===== src/rtl/lsu_pkg.sv =====
// Shared definitions for the load/store unit: size codes, FSM states, lane helpers.
// Pure declarations and combinational functions; no state, no latency.
// Optional macro LSU_BYTE_ENABLE_EN removes the read-modify-write states.
package lsu_pkg;

    localparam logic [1:0] SZ_BYTE = 2'd0;
    localparam logic [1:0] SZ_HALF = 2'd1;
    localparam logic [1:0] SZ_WORD = 2'd2;

`ifdef LSU_BYTE_ENABLE_EN
    typedef enum logic [1:0] {IDLE, LOAD} lsu_state_t;
`else
    typedef enum logic [1:0] {IDLE, LOAD, RMW_RD, RMW_WR} lsu_state_t;
`endif

    // Pull the addressed big-endian lane(s) to the bottom and extend.
    // Shifting left by the offset puts the wanted bytes at the top of the word.
    function automatic logic [31:0] lane_extract(input logic [31:0] word,
                                                 input logic [1:0]  offset,
                                                 input logic [1:0]  size,
                                                 input logic        is_unsigned);
        logic [31:0] shifted;
        logic [31:0] res;
        shifted = word << {offset, 3'b000};
        case (size)
            SZ_BYTE: res = {{24{shifted[31] & ~is_unsigned}}, shifted[31:24]};
            SZ_HALF: res = {{16{shifted[31] & ~is_unsigned}}, shifted[31:16]};
            default: res = word;
        endcase
        return res;
    endfunction

    // Overlay right-justified store data onto the addressed lane(s) of old_word.
    function automatic logic [31:0] lane_merge(input logic [31:0] old_word,
                                               input logic [31:0] data,
                                               input logic [1:0]  offset,
                                               input logic [1:0]  size);
        logic [31:0] mask;
        logic [31:0] placed;
        case (size)
            SZ_BYTE: begin
                mask   = 32'hFF00_0000 >> {offset, 3'b000};
                placed = {data[7:0], 24'h0} >> {offset, 3'b000};
            end
            SZ_HALF: begin
                mask   = 32'hFFFF_0000 >> {offset, 3'b000};
                placed = {data[15:0], 16'h0} >> {offset, 3'b000};
            end
            default: begin
                mask   = 32'hFFFF_FFFF;
                placed = data;
            end
        endcase
        return (old_word & ~mask) | (placed & mask);
    endfunction

endpackage


===== src/rtl/lsu_align.sv =====
// Lane extract (loads) and lane merge (sub-word stores) on one memory word.
// Purely combinational, zero latency.
// No flow control; the caller selects which result it consumes.
module lsu_align
    import lsu_pkg::*;
(
    input  logic [31:0] word,
    input  logic [1:0]  offset,
    input  logic [1:0]  size,
    input  logic        is_unsigned,
    input  logic [31:0] data,
    output logic [31:0] extracted,
    output logic [31:0] merged
);

    assign extracted = lane_extract(word, offset, size, is_unsigned);
    assign merged    = lane_merge(word, data, offset, size);

endmodule


===== src/rtl/load_store_unit.sv =====
// MEM-stage load/store front end for a word-wide big-endian data memory.
// Loads return one cycle after accept; word stores take zero stall; sub-word stores
// read-modify-write over 3 cycles (req_ready low for 2). Macro LSU_BYTE_ENABLE_EN adds mem_be.
module load_store_unit
    import lsu_pkg::*;
#(
    parameter int DM_SIZE = 1024,
    parameter int ADDR_W  = 32
) (
    input  logic              clock,
    input  logic              reset,
    input  logic              req_valid,
    output logic              req_ready,
    input  logic              req_read,
    input  logic              req_write,
    input  logic [1:0]        req_size,
    input  logic              req_unsigned,
    input  logic [ADDR_W-1:0] req_addr,
    input  logic [31:0]       req_wdata,
    output logic [31:0]       load_data,
    output logic              load_valid,
    output logic              err,
    output logic [ADDR_W-1:0] err_addr,
    output logic              MemoryRead,
    output logic              MemoryWrite,
    output logic [ADDR_W-1:0] Address,
    output logic [31:0]       InputData,
`ifdef LSU_BYTE_ENABLE_EN
    output logic [3:0]        mem_be,
`endif
    input  logic [31:0]       OutputData
);

    lsu_state_t        state;
    logic              accept;
    logic              bad_req;
    logic              go_load;
    logic              go_store;
    logic              store_now;
    logic [ADDR_W-1:0] req_word_addr;
    logic [ADDR_W:0]   last_byte;
    logic [1:0]        align_off;
    logic [1:0]        align_size;
    logic [31:0]       align_data;
    logic [31:0]       align_extract;
    logic [31:0]       align_merge;

`ifndef LSU_BYTE_ENABLE_EN
    logic [ADDR_W-3:0] lat_word;
    logic [1:0]        lat_off;
    logic [1:0]        lat_size;
    logic [31:0]       lat_data;
    logic [31:0]       merged_word;
`endif

    assign req_ready     = (state == IDLE);
    assign accept        = req_valid & req_ready;
    assign req_word_addr = {req_addr[ADDR_W-1:2], 2'b00};
    // Extra top bit so addresses near the top of the space cannot wrap past the bound.
    assign last_byte     = {1'b0, req_word_addr} + (ADDR_W+1)'(3);

    // A request with neither read nor write is a silent no-op, never an error.
    assign bad_req = (req_read | req_write) &
                     ((req_size == 2'd3) ||
                      (req_size == SZ_HALF && req_addr[0]) ||
                      (req_size == SZ_WORD && req_addr[1:0] != 2'b00) ||
                      (req_read && req_write) ||
                      (last_byte >= (ADDR_W+1)'(DM_SIZE)));

    assign go_load  = accept & ~bad_req & req_read;
    assign go_store = accept & ~bad_req & req_write;

`ifdef LSU_BYTE_ENABLE_EN
    assign store_now  = go_store;
    assign align_off  = req_addr[1:0];
    assign align_size = req_size;
    assign align_data = req_wdata;

    assign MemoryRead  = go_load;
    assign MemoryWrite = store_now;
    assign Address     = req_word_addr;

    // Replicate store data across lanes and enable only the addressed ones.
    always_comb begin
        InputData = req_wdata;
        mem_be    = 4'b0000;
        if (store_now) begin
            case (req_size)
                SZ_BYTE: begin
                    InputData = {4{req_wdata[7:0]}};
                    mem_be    = 4'b1000 >> req_addr[1:0];
                end
                SZ_HALF: begin
                    InputData = {2{req_wdata[15:0]}};
                    mem_be    = 4'b1100 >> req_addr[1:0];
                end
                default: mem_be = 4'b1111;
            endcase
        end
    end
`else
    // Sub-word stores go through RMW; only full words write straight from IDLE.
    assign store_now  = go_store & (req_size == SZ_WORD);
    assign align_off  = (state == IDLE) ? req_addr[1:0] : lat_off;
    assign align_size = (state == IDLE) ? req_size : lat_size;
    assign align_data = lat_data;

    // Enables derive from state so a reset mid-RMW drops MemoryWrite immediately.
    assign MemoryRead  = go_load | (state == RMW_RD);
    assign MemoryWrite = store_now | (state == RMW_WR);
    assign Address     = (state == IDLE) ? req_word_addr : {lat_word, 2'b00};
    assign InputData   = (state == RMW_WR) ? merged_word : req_wdata;
`endif

    lsu_align u_align (
        .word        (OutputData),
        .offset      (align_off),
        .size        (align_size),
        .is_unsigned (req_unsigned),
        .data        (align_data),
        .extracted   (align_extract),
        .merged      (align_merge)
    );

    // Request FSM with registered load/error pulses and RMW latches.
    always_ff @(posedge clock or posedge reset) begin
        if (reset) begin
            state      <= IDLE;
            load_valid <= 1'b0;
            load_data  <= '0;
            err        <= 1'b0;
            err_addr   <= '0;
`ifndef LSU_BYTE_ENABLE_EN
            lat_word    <= '0;
            lat_off     <= '0;
            lat_size    <= '0;
            lat_data    <= '0;
            merged_word <= '0;
`endif
        end else begin
            load_valid <= 1'b0;
            err        <= 1'b0;
            case (state)
                IDLE: begin
                    if (accept && bad_req) begin
                        err      <= 1'b1;
                        err_addr <= req_addr;
                    end else if (go_load) begin
                        load_data  <= align_extract;
                        load_valid <= 1'b1;
                        state      <= LOAD;
`ifndef LSU_BYTE_ENABLE_EN
                    end else if (go_store && !store_now) begin
                        lat_word <= req_addr[ADDR_W-1:2];
                        lat_off  <= req_addr[1:0];
                        lat_size <= req_size;
                        lat_data <= req_wdata;
                        state    <= RMW_RD;
`endif
                    end
                end
                LOAD: state <= IDLE;
`ifndef LSU_BYTE_ENABLE_EN
                RMW_RD: begin
                    merged_word <= align_merge;
                    state       <= RMW_WR;
                end
                RMW_WR: state <= IDLE;
`endif
                default: state <= IDLE;
            endcase
        end
    end

endmodule


===== config.mk =====
export PLATFORM = sky130hd
export DESIGN_NAME = load_store_unit
export DESIGN_NICKNAME = d
export VERILOG_FILES = /design/src/rtl/lsu_pkg.sv /design/src/rtl/lsu_align.sv /design/src/rtl/load_store_unit.sv
export SDC_FILE = /design/constraint.sdc
export NUM_CORES = 1
export LEC_CHECK = 0
export ABC_AREA = 1
export BUFFER_PORTS_ARGS = -buffer_cell sky130_fd_sc_hd__buf_2
export CAP_MARGIN = 20
export CELL_PAD_IN_SITES_DETAIL_PLACEMENT = 1
export CELL_PAD_IN_SITES_GLOBAL_PLACEMENT = 1
export CORE_UTILIZATION = 39
export CTS_BUF_LIST = sky130_fd_sc_hd__clkbuf_4
export DETAILED_ROUTE_END_ITERATION = 8
export GPL_TIMING_DRIVEN = 0
export PLACE_DENSITY = 0.81
export SYNTH_ARGS = -nofsm -noshare
export SYNTH_HDL_FRONTEND = slang
export SYNTH_SLANG_ARGS = --single-unit

===== constraint.sdc =====
create_clock -name clock -period 5.6 [get_ports clock]
set_clock_uncertainty 0.2 [all_clocks]
set_input_delay 0.56 -clock clock [delete_from_list [all_inputs] [get_ports clock]]
set_output_delay 0.56 -clock clock [all_outputs]
set_load 0.05 [all_outputs]

==> results.yml, run 1 <==
final_layout:
  num-fill-cells: 3206
  nets: 1759
  post_route_cells_drive_above_1_share_pct: 23.3
  syn2layout_area_growth_pct: 26.3
  layout_commonest_cell: "nand2_1"
  layout_common_cells: "nand2_1, buf_2, dfrtp_1"
cts:
  cts_inserted_buffers: 17
  postCtsSetupBuffers: 0
  cts_root_buf: "clkbuf_4"
  cts-root-to-sink-buffers: 2
  tritoncts: "built"
  worstSkewPairLatency_ps: 590
  clock_sinks: 166
  clkTransAtPathRegs_ps: 160
  clock_tree.htree_level_count: 4
die:
  fp.dieArea_mm2: 0.0249
  initial_core_util_pct: 40.0
  horizontal_die_dimension_um: 158
  row_count: 56
  floorplan_core_area_mm2: 0.0237
  die_y_um: 158
  floorplan.io_pins: 237
power_and_ir_drop:
  leakage_nw: 6.96
  power_per_cell_area_mw_per_mm2: 673
  total_power_mw: 8.05
  vdd_ir_drop_max_uv: 334
sta:
  grt_setup_unrepaired: "no"
  max_clock_freq_ghz: 0.260
  slew_headroom_pct: 55.7
  worst_slew_pin_slew_ps: 664
  period_share_pct: 68.6
  setup_ws_ps: 1760
  final_critical_path_required_period_ps: 3840
  timing.final.setup_violations: 0
  final_hold_viol_count: 0
  final_slew_viol_count: 0
grt:
  grt_remaining_overflow: 0
  antenna_violations_before_repair: 3
  global_route.peak_usage_layer: "met2"
  first_global_vias: 10414
  grtUsageTotal_pct: 29.5
  grt.met1_usage_pct: 38.2
  use_met3_pct: 4.08
  grt_pass1_wl_um: 55600
  grt.met2_usage_pct: 50.0
  largest_net_degree_at_the_start_of_global_routing: 87
route:
  postRouteAntennaNets: 0
  first_iter_violations: 515
  detail_route.first_pass.iterations: 5
  post_drt_wl_per_cell_um: 17.9
  drt-total-wl_um: 35700
  vias_per_cell: 5.04
  vias: 10039
  drc: 0
place:
  placement.setup.worst_slack_ps: 2330
  place_congestion: 0.928
  post-dp-hpwl_um: 26700
  portBuffers: 234
setup_path:
  critPathArrivalTime_ps: 3080
  crit_path_end_kind: "primary output"
  cp.required_ps: 4840
  worstSetupStartpointType: "input port"
  worstRegToRegCells: 8
  maximum_fanout_count_along_the_critical_path: 10
  startpoint_to_endpoint_class_of_the_critical_path: "in -> out"
min_path:
  hold-path-cell-count: 3
  hp-class: "in -> reg"
synthesis:
  async_reset_ff_share_pct: 100
  synth.cell_area_mm2: 0.00947
  synth-edff-count: 0
  post_synth_inst_count: 1344
  synth_sequential_area_ratio_pct: 43.8
  synth_seq_cells: 166
  synth_flop_cell: "dfrtp_1"
  yosys_synthesis_warning_count: 0
  distinct_cell_type_count_after_synthesis: 34
  avgSynthCellArea_um2: 7.05
flow_run:
  max_capacitance_violation_count: 0
status:
  result_of_the_run: "completed"
[Yosys cell counts, types with 7 or more instances]
| library cell | count | area (um^2) |
|---|---|---|
| a21oi_1 | 34 | 170 |
| buf_2 | 19 | 95.1 |
| buf_4 | 10 | 75.1 |
| buf_6 | 7 | 78.8 |
| clkbuf_1 | 30 | 113 |
| dfrtp_1 | 166 | 4150 |
| inv_1 | 99 | 372 |
| inv_2 | 8 | 30.0 |
| mux2_2 | 24 | 270 |
| nand2_1 | 717 | 2690 |
| nand2_2 | 14 | 87.6 |
| nand2_4 | 8 | 90.1 |
| nand3_1 | 85 | 425 |
| nand4_1 | 8 | 50.1 |
| nor2_1 | 21 | 78.8 |
| o21ai_0 | 39 | 195 |
| o21ai_1 | 20 | 100 |
| o21ai_2 | 10 | 87.6 |
[cell families after synthesis]
group,Yosys count,synth area share [%]
AO/OA/AOI/OAI,108,6.55
buffers and inverters,175,8.37
flip-flops,166,43.8
multiplexers,24,2.85
other,1,0.0396
AND/OR/NAND/NOR,870,38.3
[repair_timing]
item	CTS	global route
resized for setup	0	0
endpoints found under the hold margin	136	1
hold buffers	55	1
[flip-flops by register name, summed over array words and instances, names as in the netlist]
register / count
align_data: 32
err_addr: 32
load_data: 32
merged_word: 32
lat_word: 30
lat_off: 2
lat_size: 2
state: 2
err: 1
load_valid: 1
[per-layer routing]
layer  part of all wire (%)  vias to the layer above
met5                      0                        -
met4                    2.6                        0
met3                    4.1                       67
met2                     48                      290
met1                     45                     4913
li1                       -                     4769
[metrics by stage]
step,utilization [%],hold WS (ps),setup TNS (ps),area (um^2),instances
after floorplan,-,236,0,9480,1345
after global placement,46.7,249,-287790,11000,1898
after detailed placement,46.8,253,0,11100,1899
after CTS,50.4,0.0847,0,11900,1986
after global routing,50.5,4.93,0,12000,1990
final,50.5,34.0,0,12000,1991
[cell type report]
| cell class | instances | area, um^2 | area share [%] |
|---|---|---|---|
| sequential | 166 | 4150 | 34.7 |
| clock buffer | 17 | 128 | 1.07 |
| clock inverter | 15 | 180 | 1.51 |
| inverter | 107 | 409 | 3.42 |
| tap | 319 | 399 | 3.34 |
| antenna | 4 | 10.0 | 0.0837 |
| multi-input combinational | 1004 | 4530 | 37.9 |
| timing repair buffer | 291 | 1760 | 14.7 |
| buffer | 68 | 392 | 3.27 |
[worst max-delay path: stages]
cell	delay (ps)
dlygate4sd3_1	560
buf_2	150
nor2_1	160
nand2_1	100
nor2_1	140
nand2_1	70
o21ai_1	230
nand3_2	300
clkbuf_1	340
nand2_1	180
buf_2	290
[final timing paths]
check | startpoint | end | slack, ps
max | req_addr[25] | MemoryRead | 1760
min in group asynchronous | reset | lat_word[15]$_DFFE_PP0P_ | 410
min | req_addr[10] | err_addr[10]$_DFFE_PP0P_ | 30
max in group asynchronous | reset | align_data[13]$_DFFE_PP0P_ | 3890
min reg2reg | lat_word[26]$_DFFE_PP0P_ | lat_word[26]$_DFFE_PP0P_ | 290
max reg2reg | state[0]$_DFFE_PP0P_ | align_data[18]$_DFFE_PP0P_ | 3230
[power by group]
part           internal (mW)  switching [mW]  leakage, nW  total [mW]
registers               1.69           0.290         2.13        1.98
logic                   1.41            3.87         4.66        5.28
clock network          0.285           0.510        0.167       0.795
No activity file was read; power rests on OpenSTA's default activity.
==> inputs of run 2 (changes only) <==
Settings changed: ABC_AREA 1 to 0, CORE_UTILIZATION 39 to 41.
Clock period 5.6 ns to 3.8 ns, I/O delays scaled along.
==> run 2 against run 1 <==
  * Routed wire length down 3.9%
  * Utilization up 6.3 points
  * Critical path type is now reg -> out
  * Synthesized cell count down 38%
  * Clock power up 33%
==> results.yml, run 2 <==
synthesis:
  distinct_cell_type_count_after_synthesis: 63
  post_synth_most_frequent_cells: "nand2_1, dfrtp_1, mux2_2"
  post-synth-top-count-cell: "nand2_1"
  synth.cell_area_mm2: 0.00839
  synth_sequential_area_ratio_pct: 49.5
  top_cells_by_area_synth: "dfrtp_1, mux2_2, nand2_1"
  yosys_synthesis_warning_count: 0
  post-synth-top-area-fraction_pct: 49.5
  synth_flop_cell: "dfrtp_1"
  post_synth_inst_count: 830
  synth-edff-count: 0
  synth_seq_cells: 166
  avgSynthCellArea_um2: 10.1
  async_reset_ff_share_pct: 100
  post-synth-top-area-cell: "dfrtp_1"
grt:
  grtUsageTotal_pct: 33.1
  first_global_vias: 9124
  grt_remaining_overflow: 0
  antenna_violations_before_repair: 6
  grt_pass1_wl_um: 53300
  largest_net_degree_at_the_start_of_global_routing: 43
final_layout:
  layout_commonest_cell: "buf_2"
  nets: 1289
  syn2layout_area_growth_pct: 33.9
  instances_no_fill: 1469
  layout_common_cells: "buf_2, nand2_1, dfrtp_1"
  post_route_cells_drive_above_1_share_pct: 36.1
  layout.core_utilization_pct: 56.8
sta:
  final_hold_viol_count: 0
  final_critical_path_required_period_ps: 3320
  slew_headroom_pct: 38.4
  timing.final.setup_violations: 0
  final_slew_viol_count: 0
  worst_slew_pin_slew_ps: 920
  grt_setup_unrepaired: "no"
  max_clock_freq_ghz: 0.301
  period_share_pct: 87.4
cts:
  cts_inserted_buffers: 17
  clkTransAtPathRegs_ps: 160
  postCtsResizedCells: 0
  clock_tree.htree_level_count: 4
  cts_root_buf: "clkbuf_4"
  clock_sinks: 166
  cts-root-to-sink-buffers: 2
  tritoncts: "built"
  worstSkewPairLatency_ps: 580
setup_path:
  cpLargestDelayFamily: "buffers and inverters"
  crit_path_cell_trace: "buf_4, or2_1, buf_6, clkinv_2, buf_6, clkbuf_1, nand2_1, nand2_1, buf_2"
  critPathArrivalTime_ps: 2740
  cp.required_ps: 3220
  crit_path_end_kind: "primary output"
  critical_path.n_buffers_inverters: 6
  startpoint_to_endpoint_class_of_the_critical_path: "reg -> out"
  maximum_fanout_count_along_the_critical_path: 10
  cpMaxStageDelayCell: "clkbuf_1"
  worstSetupStartpointType: "flip-flop"
  crit_path_max_cell_delay_ps: 450
route:
  detail_route.first_pass.iterations: 6
  post_drt_wl_per_cell_um: 23.3
  vias: 8574
  drt-total-wl_um: 34300
  postRouteAntennaNets: 0
  vias_per_cell: 5.84
  drc: 0
  first_iter_violations: 767
place:
  place_congestion: 0.922
  portBuffers: 234
  post-dp-hpwl_um: 22200
  placed_cells_incl_taps: 1334
flow_run:
  max_capacitance_violation_count: 0
die:
  floorplan_core_area_mm2: 0.0198
  fp.dieArea_mm2: 0.0210
  die_y_um: 145
  row_count: 51
  horizontal_die_dimension_um: 145
  floorplan.io_pins: 237
  initial_core_util_pct: 42.4
power_and_ir_drop:
  vdd_ir_drop_max_uv: 178
  power_per_cell_area_mw_per_mm2: 336
  leakage_nw: 5.60
status:
  result_of_the_run: "completed"
min_path:
  hp-class: "in -> reg"
run 2: stage by stage:
stage | power (mW) | setup WS [ps] | setup TNS, ps | hold slack, ps | area (um^2)
2_1_floorplan | 2.38 | 818 | 0 | 252 | 8400
5_1_grt | 3.91 | 299 | 0 | 14.1 | 11200
4_1_cts | 3.75 | 513 | 0 | 3.11 | 11200
3_5_place_dp | 2.64 | 944 | 0 | 173 | 9980
6_report | 3.78 | 480 | 0 | 41.3 | 11200
3_3_place_gp | 2.62 | -16.4 | -1230 | 254 | 9900
run 2: cells by family (layout without fill, tap and decap cells):
logic type | count (synthesis) | in the layout | share of synthesized area (%)
simple gates | 324 | 324 | 16.8
xor+xnor | 1 | 1 | 0.104
mux | 118 | 118 | 16.1
other cells | 1 | 8 | 0.0447
compound gates | 153 | 153 | 13.5
buf+inv | 67 | 434 | 3.96
flops | 166 | 166 | 49.5
run 2: worst paths after layout:
kind / from / to / slack, ps / cells after the start
min in group asynchronous: reset / load_data[31]$_DFFE_PP0P_ / 100 / 3
worst max register to register: state[0]$_DFFE_PP0P_ / load_data[8]$_DFFE_PP0P_ / 780 / 8
worst max-delay path: state[0]$_DFFE_PP0P_ / Address[5] / 480 / 9
max in group asynchronous: reset / err_addr[2]$_DFFE_PP0P_ / 2470 / 5
worst min-delay path: req_read / state[0]$_DFFE_PP0P_ / 40 / 3
worst min register to register: err_addr[4]$_DFFE_PP0P_ / err_addr[4]$_DFFE_PP0P_ / 290 / 2
run 2: area by class of cell:
| class | count | area (um^2) |
|---|---|---|
| Fill cell | 2321 | 8540 |
| Sequential cell | 166 | 4150 |
| Multi-Input combinational cell | 598 | 3910 |
| Timing Repair Buffer | 335 | 2220 |
| Tap cell | 265 | 332 |
| Buffer | 51 | 272 |
| Clock inverter | 15 | 143 |
| Clock buffer | 17 | 128 |
| Inverter | 16 | 65.1 |
| Antenna cell | 6 | 15.0 |
run 2: tightest hold or removal path: cells and delay by family:
kind / cells / cell delay [ps]
buffers and inverters: 1 / 130
and+or+nand+nor: 2 / 280
run 2: power breakdown:
part | leakage, nW | total (mW) | internal [mW] | switching (mW)
Clock | 0.139 | 1.06 | 0.337 | 0.721
Sequential | 2.19 | 1.85 | 1.82 | 0.0286
Combinational | 3.27 | 0.878 | 0.275 | 0.603
run 2: what timing repair did:
item	CTS	global route
hold buffers	97	0
hold endpoints to repair	255	0
endpoints found under the setup margin	0	0
buffers inserted	0	0
run 2: metal layers:
layer / global-route usage, % / share of wire [%]
met5: 0 / 0
met4: 19.4 / 5.9
met3: 7.55 / 7.9
met2: 53.7 / 48
met1: 40.4 / 38
